<file path="src/rtl/rom_stream_loader.sv">
// ROM image loader: selects one byte-stream source, parses a 32-byte header,
// then streams the ROM payload out as packed little-endian words while
// accumulating a 16-bit checksum that is compared against the header.
module rom_stream_loader #(
  parameter int unsigned NCH         = 2,
  parameter int unsigned OUT_BYTES   = 2,
  parameter int unsigned ROM_MAX_LOG = 13,
  parameter int unsigned RAM_MAX_LOG = 8,
  parameter int unsigned CHECK_SUM   = 1
) (
  input  logic                   wclk,
  input  logic                   resetn,
  input  logic [NCH-1:0]         start,
  input  logic [NCH*8-1:0]       src_data,
  input  logic [NCH-1:0]         src_valid,
  output logic [NCH-1:0]         src_ready,
  output logic [OUT_BYTES*8-1:0] dout,
  output logic                   dout_valid,
  input  logic                   dout_ready,
  output logic                   loading,
  output logic                   done,
  output logic                   fail,
  output logic [1:0]             fail_code,
  output logic [7:0]             map_ctrl,
  output logic [7:0]             rom_type_header,
  output logic [3:0]             rom_size,
  output logic [3:0]             ram_size,
  output logic [23:0]            rom_mask,
  output logic [23:0]            ram_mask,
  output logic [15:0]            checksum
);

  localparam int unsigned SELW  = (NCH > 1) ? $clog2(NCH) : 1;
  localparam int unsigned LANEW = (OUT_BYTES > 1) ? $clog2(OUT_BYTES) : 1;

  typedef enum logic [2:0] {S_IDLE, S_META, S_ROM, S_DONE, S_FAIL} state_t;

  state_t                 state_q, state_d;
  logic [SELW-1:0]        sel_q, sel_d;
  logic [5:0]             off_q, off_d;
  logic [23:0]            cnt_q, cnt_d;
  logic                   rx_done_q, rx_done_d;
  logic [OUT_BYTES*8-1:0] pack_q, pack_d;
  logic [OUT_BYTES*8-1:0] dout_q, dout_d;
  logic                   dvalid_q, dvalid_d;
  logic                   loading_q, loading_d;
  logic                   done_q, done_d;
  logic                   fail_q, fail_d;
  logic [1:0]             code_q, code_d;
  logic [7:0]             map_q, map_d;
  logic [7:0]             type_q, type_d;
  logic [3:0]             romsz_q, romsz_d;
  logic [3:0]             ramsz_q, ramsz_d;
  logic [23:0]            rommask_q, rommask_d;
  logic [23:0]            rammask_q, rammask_d;
  logic [15:0]            csum_q, csum_d;
  logic [15:0]            hsum_q, hsum_d;

  logic                   any_start;
  logic                   start_found;
  logic [SELW-1:0]        start_sel;
  logic                   ready_sel;
  logic                   acc;
  logic [7:0]             byte_w;
  logic [LANEW-1:0]       lane;

  // Lowest-index start request wins.
  always_comb begin
    start_sel   = '0;
    start_found = 1'b0;
    for (int unsigned i = 0; i < NCH; i++) begin
      if (start[i] && !start_found) begin
        start_sel   = SELW'(i);
        start_found = 1'b1;
      end
    end
    any_start = start_found;
  end

  // Next-state, datapath updates and per-channel ready.
  always_comb begin
    state_d   = state_q;
    sel_d     = sel_q;
    off_d     = off_q;
    cnt_d     = cnt_q;
    rx_done_d = rx_done_q;
    pack_d    = pack_q;
    dout_d    = dout_q;
    dvalid_d  = dvalid_q;
    loading_d = loading_q;
    done_d    = done_q;
    fail_d    = fail_q;
    code_d    = code_q;
    map_d     = map_q;
    type_d    = type_q;
    romsz_d   = romsz_q;
    ramsz_d   = ramsz_q;
    rommask_d = rommask_q;
    rammask_d = rammask_q;
    csum_d    = csum_q;
    hsum_d    = hsum_q;

    byte_w = src_data[{sel_q, 3'b000} +: 8];
    lane   = (OUT_BYTES > 1) ? cnt_q[LANEW-1:0] : '0;

    // A byte arriving alongside a start would be discarded by the restart,
    // so ready is withheld on that cycle rather than silently dropping it.
    ready_sel = 1'b0;
    if (state_q == S_META)
      ready_sel = !off_q[5];
    else if (state_q == S_ROM)
      ready_sel = !rx_done_q && (!dvalid_q || dout_ready);
    if (any_start)
      ready_sel = 1'b0;
    src_ready         = '0;
    src_ready[sel_q]  = ready_sel;
    acc               = ready_sel && src_valid[sel_q];

    if (any_start) begin
      state_d   = S_META;
      sel_d     = start_sel;
      off_d     = '0;
      cnt_d     = '0;
      rx_done_d = 1'b0;
      pack_d    = '0;
      dout_d    = '0;
      dvalid_d  = 1'b0;
      loading_d = 1'b1;
      done_d    = 1'b0;
      fail_d    = 1'b0;
      code_d    = 2'd0;
      map_d     = '0;
      type_d    = '0;
      romsz_d   = '0;
      ramsz_d   = '0;
      rommask_d = '0;
      rammask_d = '0;
      csum_d    = '0;
      hsum_d    = '0;
    end else begin
      unique case (state_q)
        S_META: begin
          if (off_q[5]) begin
            if (32'(ramsz_q) > RAM_MAX_LOG) begin
              state_d = S_FAIL; fail_d = 1'b1; code_d = 2'd1; loading_d = 1'b0;
            end else if (32'(romsz_q) > ROM_MAX_LOG) begin
              state_d = S_FAIL; fail_d = 1'b1; code_d = 2'd2; loading_d = 1'b0;
            end else begin
              state_d = S_ROM;
            end
          end else if (acc) begin
            off_d = off_q + 6'd1;
            case (off_q[4:0])
              5'h15: map_d  = byte_w;
              5'h16: type_d = byte_w;
              5'h17: begin
                romsz_d   = byte_w[3:0];
                rommask_d = (24'h400 << byte_w[3:0]) - 24'd1;
              end
              5'h18: begin
                ramsz_d   = byte_w[3:0];
                rammask_d = (24'h400 << byte_w[3:0]) - 24'd1;
              end
              5'h1E: hsum_d[7:0]  = byte_w;
              5'h1F: hsum_d[15:8] = byte_w;
              default: ;
            endcase
          end
        end
        S_ROM: begin
          if (dvalid_q && dout_ready)
            dvalid_d = 1'b0;
          if (acc) begin
            csum_d                      = csum_q + {8'd0, byte_w};
            cnt_d                       = cnt_q + 24'd1;
            pack_d[{lane, 3'b000} +: 8] = byte_w;
            if (lane == LANEW'(OUT_BYTES - 1)) begin
              dout_d   = pack_d;
              dvalid_d = 1'b1;
            end
            if (cnt_q == rommask_q)
              rx_done_d = 1'b1;
          end
          // Payload length is a multiple of the word size, so the last
          // byte always completes a word; finish when that word leaves.
          if (rx_done_q && dvalid_q && dout_ready) begin
            loading_d = 1'b0;
            if (CHECK_SUM != 0 && csum_q != hsum_q) begin
              state_d = S_FAIL; fail_d = 1'b1; code_d = 2'd3;
            end else begin
              state_d = S_DONE; done_d = 1'b1;
            end
          end
        end
        default: ;
      endcase
    end
  end

  // State and datapath registers; synchronous active-low reset.
  always_ff @(posedge wclk) begin
    if (!resetn) begin
      state_q   <= S_IDLE;
      sel_q     <= '0;
      off_q     <= '0;
      cnt_q     <= '0;
      rx_done_q <= 1'b0;
      pack_q    <= '0;
      dout_q    <= '0;
      dvalid_q  <= 1'b0;
      loading_q <= 1'b0;
      done_q    <= 1'b0;
      fail_q    <= 1'b0;
      code_q    <= '0;
      map_q     <= '0;
      type_q    <= '0;
      romsz_q   <= '0;
      ramsz_q   <= '0;
      rommask_q <= '0;
      rammask_q <= '0;
      csum_q    <= '0;
      hsum_q    <= '0;
    end else begin
      state_q   <= state_d;
      sel_q     <= sel_d;
      off_q     <= off_d;
      cnt_q     <= cnt_d;
      rx_done_q <= rx_done_d;
      pack_q    <= pack_d;
      dout_q    <= dout_d;
      dvalid_q  <= dvalid_d;
      loading_q <= loading_d;
      done_q    <= done_d;
      fail_q    <= fail_d;
      code_q    <= code_d;
      map_q     <= map_d;
      type_q    <= type_d;
      romsz_q   <= romsz_d;
      ramsz_q   <= ramsz_d;
      rommask_q <= rommask_d;
      rammask_q <= rammask_d;
      csum_q    <= csum_d;
      hsum_q    <= hsum_d;
    end
  end

  assign dout            = dout_q;
  assign dout_valid      = dvalid_q;
  assign loading         = loading_q;
  assign done            = done_q;
  assign fail            = fail_q;
  assign fail_code       = code_q;
  assign map_ctrl        = map_q;
  assign rom_type_header = type_q;
  assign rom_size        = romsz_q;
  assign ram_size        = ramsz_q;
  assign rom_mask        = rommask_q;
  assign ram_mask        = rammask_q;
  assign checksum        = csum_q;

endmodule

</file>
<file path="config.mk">
export PLATFORM = sky130hd
export DESIGN_NAME = rom_stream_loader
export DESIGN_NICKNAME = d
export VERILOG_FILES = /design/src/rtl/rom_stream_loader.sv
export SDC_FILE = /design/constraint.sdc
export NUM_CORES = 1
export LEC_CHECK = 0
export ABC_AREA = 0
export CORE_MARGIN = 8
export CORE_UTILIZATION = 52
export DETAILED_ROUTE_END_ITERATION = 8
export GPL_ROUTABILITY_DRIVEN = 1
export PLACE_DENSITY = 0.8
export SKIP_LAST_GASP = 1
export SYNTH_ARGS = -nofsm -noshare
export SYNTH_HDL_FRONTEND = slang
export SYNTH_SLANG_ARGS = --single-unit
</file>
<file path="constraint.sdc">
create_clock -name wclk -period 3.5 [get_ports wclk]
set_clock_uncertainty 0.1 [all_clocks]
set_input_delay 0.35 -clock wclk [delete_from_list [all_inputs] [get_ports wclk]]
set_output_delay 0.35 -clock wclk [all_outputs]
set_load 0.005 [all_outputs]
</file>
**Yosys cells after proc, flatten, opt, wreduce, memory -nomap -nowiden**

Cells that the tools add are included.

- Register bits: 177
- Bits in latches: 0
- Memory bits (writable): 0
- Bits in read-only memories: 0
- Input port bits: 23
- Output and inout bits: 112
- Logic and storage cells: 128
- Memories: 0

- $add $sub $neg: 5
- Multipliers: 0
- Div/mod/pow operators: 0
- Order comparisons: 4
- Equal/unequal tests: 17
- Shift operators: 4
- Muxes and demuxes: 41
- Bitwise logic cells: 4
- Reduce and logical (&&, ||, !) cells: 30

Operators with widths:

| operator | count |
|---|---|
| equality test 5 bit (second input constant) | 6 |
| AND reduction 4 bit | 7 |
| adder 24 x 1 -> 24 bit (second input constant) | 1 |
| equality test 24 bit | 1 |
| << shifter 11 x 4 -> 24 bit (first input constant) | 1 |
| subtractor 24 x 1 -> 24 bit (second input constant) | 1 |
| two-way mux 1 bit | 23 |
| AND reduction 3 bit | 6 |
| adder 16 x 8 -> 16 bit | 1 |
| bitwise mux 16 bit | 1 |
| != test 16 bit | 1 |
| variable shift 8 x 6 -> 16 bit (first input constant) | 1 |
| indexed part select 16 x 5 -> 8 bit | 1 |
| indexed part select 8 x 6 -> 16 bit | 1 |
| two-way mux 3 bit | 5 |
| two-way mux 6 bit | 2 |
| two-way mux 2 bit | 5 |
| greater-than comparator 4 bit (second input constant) | 2 |
| logical AND 1 bit | 7 |
| adder 6 x 1 -> 6 bit (second input constant) | 1 |
| negation 4 -> 6 bit | 1 |
| case mux 3 bit (2 select lines) | 1 |
| AND reduction 5 bit | 1 |
| zero test 1 bit | 4 |
| 20 further kinds | 24 |

**Depth between registers and ports, before layout**

- Depth after elaboration: 9
- Mapped depth: 10
- Depth with buffers taken out: 9

**Worst setup path after synthesis**

Ideal clock, no wire load.

- Path type: flip-flop to flip-flop
- Start: reg sel_q
- End: reg csum_q[12], in the netlist checksum[12]
- Setup time: 132 ps
- Arrival: 2,886 ps
- Required time: 3,268 ps
- Path slack: 381 ps
- Cell stages (with the launch flop): 11
- Path buffers: 2
- Clock period less this slack: 3,119 ps
- Path through: dfxtp_1 buf_1 mux2i_1 clkbuf_1 inv_1 ha_1 and3_1 a221o_1 a31oi_1 or4_1 a21oi_1

- Elaborated cells between the ends (all ways): 6
- Classes of those cells: add/sub: 1; shift: 1; mux: 2; reduce/logical: 2

RTL lines:

| element | RTL line | RTL |
|---|---|---|
| start: declaration | 39 | `logic [SELW-1:0] sel_q, sel_d;` |
| start signal: assignment | 225 | `sel_q <= sel_d;` |
| indexed part select 16 x 5 -> 8 bit | 103 | `byte_w = src_data[{sel_q, 3'b000} +: 8];` |
| named net byte_w[3] | 64 | `logic [7:0] byte_w;` |
| adder 16 x 8 -> 16 bit | 174 | `csum_d = csum_q + {8'd0, byte_w};` |
| end signal: assignment | 242 | `csum_q <= csum_d;` |
| end: declaration | 56 | `logic [15:0] csum_q, csum_d;` |

The timed path passes the listed nets, and every way through them passes these cells. The select of a mux whose other input is x is not followed.
A chain may end at the register's enable or synchronous reset.

**Worst setup path in the final report**

Ends and elaborated chain as after synthesis.

==> results.cfg <==
[grt]
grt_use_total = 0.230
grt_first_pass_wirelength_um = 32500
antenna_found_initial = 0
grt_pass1_vias = 6164
grt_overflow = 0
grt_max_degree = 61

[pwr]
p_leak_uw = 0.00300
powerDensity_nw_per_um2 = 401
ir_worst_vdd_uv = 323

[yosys]
yosysSeqAreaShare = 0.436
ys.flop_type = dfxtp_1
yosysTopAreaCell = dfxtp_1
synth-edff-count = 0
synthCells = 820
synth_nets = 858
syn_area_um2 = 6940
synth_largest_type_area_fraction = 0.436
ys_types = 55
avgSynthCellArea_um2 = 8.46
yosys_warnings = 0
ys_seq_elements = 151
async_reset_ff_frac = 0
yosys-top-cells-area = dfxtp_1, nor2_1, a211oi_1, xnor2_1, a21oi_1

[route]
drc = 0
routed_wl_um = 19900
first_pass_iters = 6
dr_total_vias = 6319
vias_per_cell = 5.66
drtAntennaViolNets = 0
wire_per_inst_um = 17.9
drtIter0Drc = 553

[run]
max-cap-violations = 0

[final_layout]
synthToLayoutAreaGrowth_pct = 28.4
antennaDiodeCount = 0
final_util = 0.678
final_cells = 1116
final_common_cell = dfxtp_1
drive_gt1_frac = 0.0713
final_nets = 965
layout_common_cells = dfxtp_1, clkdlybuf4s50_1, nor2_1

[worst_setup_path]
worstPathMaxFanout = 8
worst_ep_required_time_ps = 3690
path_class = flop to flop
cp.arrival_ps = 3370
slowest_stage = dfxtp_1
max_stage_delay_ps = 530
worst_path_dominant_cell_family = compound AO/OA/AOI/OAI gates
critPathCaptureType = flop
worst_setup_path_start_kind = flop
cp_cell_sequence = buf_4, mux2i_1, inv_1, ha_1, a21o_1, a221o_1, a31oi_1, or4_1, a21oi_1
crit_buf_inv = 2

[clock_network]
cts_resized = 0
clock_latency_ps = 430
cts_inserted_buffers = 17
cts_sinks = 151
cts-root-buf = clkbuf_16
cts_tree = done
htree_levels = 4
post_cts_buffers = 0
clockBufferDepth = 2
cts_hold_buf = 0
path_clk_slew_ps = 60

[floorplan]
design.core.area_um2 = 13100
dieArea_um2 = 17300
ioPinCount = 135
fp.dieH_um = 131
fp.dieW_um = 131
initial_core_util = 0.528
num_rows = 42

[sta]
setup_tns_ps = 0
setup_ws_ps = 320
setup_viol = 0
max_freq_ghz = 0.314
final_hold_viol_count = 0
max_slew_margin = 0.501
worst_pin_slew_ps = 741
min_period_ps = 3180
fin_crit_sh = 0.909
slew_violations = 0
grt_setup_unrepaired = false
whs_ps = 351

[placement]
hpwlAfterDp_um = 14100
pre_cts_ws_ps = 274
dp_cells = 1084
port_buffers = 134
gp_congestion = 0.931

[min_path]
hold_path.class = flop to flop

[status]
outcome = finished, final reports clean
## state kept, by name, indices dropped and copies added, names as in the netlist, 4 cells and up
register / flops
cnt_q: 24
checksum: 16
dout: 16
hsum_q: 16
ram_mask: 15
rom_mask: 15
map_ctrl: 8
pack_q: 8
rom_type_header: 8
off_q: 6
ram_size: 4
rom_size: 4
## power breakdown
| part | internal, µW | switching (µW) |
|---|---|---|
| clock network | 944 | 723 |
| registers | 1720 | 3.65 |
| logic | 66.1 | 112 |
| total | 2730 | 840 |
## per-layer routing
layer / part of all wire / global-route usage / wire (µm) / vias up
li1: - / - / - / 3082
met1: 0.43 / 0.282 / 8560 / 2955
met2: 0.46 / 0.372 / 9220 / 249
met3: 0.089 / 0.0777 / 1760 / 33
met4: 0.019 / 0.0785 / 383 / 0
met5: 0 / 0 / 0 / -
## final cells by class
type	instances	area (µm²)
clock buffers	22	464
fillers	1089	4230
flip-flops and latches	151	3020
inverters	21	78.8
clock inverters	10	71.3
well taps	176	220
multi-input cells	578	3510
repair buffers	158	1530
## logic make-up (layout without fill, tap and decap cells)
kind of cell | count (synthesis) | count (layout) | share of synthesized area
adders and majority gates | 15 | 15 | 0.0281
xor gates and xnor gates | 52 | 52 | 0.0657
muxes | 20 | 20 | 0.0290
buffers and inverters | 91 | 211 | 0.0613
and+or+nand+nor | 312 | 312 | 0.213
AOI/OAI and AO/OA | 179 | 179 | 0.167
DFF | 151 | 151 | 0.436
## final timing paths
| check | from | end | slack (ps) | cells after the start |
|---|---|---|---|---|
| max | sel_q$_SDFFE_PN0P_ | checksum[12]$_SDFFE_PP0P_ | 320 | 9 |
| min reg2reg | pack_q[1]$_SDFFE_PP0P_ | dout[1]$_SDFFE_PP0P_ | 350 | 2 |
| max reg2reg | sel_q$_SDFFE_PN0P_ | checksum[12]$_SDFFE_PP0P_ | 320 | 9 |
| min | pack_q[1]$_SDFFE_PP0P_ | dout[1]$_SDFFE_PP0P_ | 350 | 2 |
## cells in the mapped netlist (all sizes together), types with 3 or more instances
| library cell | number |
|---|---|
| nand3 | 24 |
| nor3 | 14 |
| buf | 29 |
| xor2 | 16 |
| a311oi | 4 |
| xnor2 | 36 |
| nand3b | 3 |
| mux2i | 19 |
| and2 | 3 |
| o211ai | 4 |
| o21a | 17 |
| a21o | 6 |
| nor3b | 5 |
| clkbuf | 41 |
| nor2b | 3 |
| nand2 | 81 |
| o22ai | 3 |
| a31oi | 4 |
| and4 | 3 |
| a211oi | 49 |
| o2111ai | 3 |
| or4 | 4 |
| dfxtp | 151 |
| nor4 | 17 |
| ha | 14 |
| inv | 21 |
| o31ai | 3 |
| a21oi | 61 |
| nand4 | 14 |
| o21ai | 18 |
| nor2 | 109 |
| or3 | 15 |
| and3 | 8 |
## worst min-delay path: cells and delay by family, from the launching register on
family,cells,cell delay [ps]
AOI/OAI and AO/OA,1,50
DFF,1,310
and+or+nand+nor,1,50
## metrics by stage
| step | total power, µW | cell area (µm²) |
|---|---|---|
| finish | 3570 | 8910 |
| global route | 3680 | 8910 |
| CTS | 3590 | 8910 |
| detailed placement | 1940 | 8370 |
| global placement | 1940 | 8370 |
| floorplan | 1850 | 6940 |
Power figures use the tool's default switching activity.
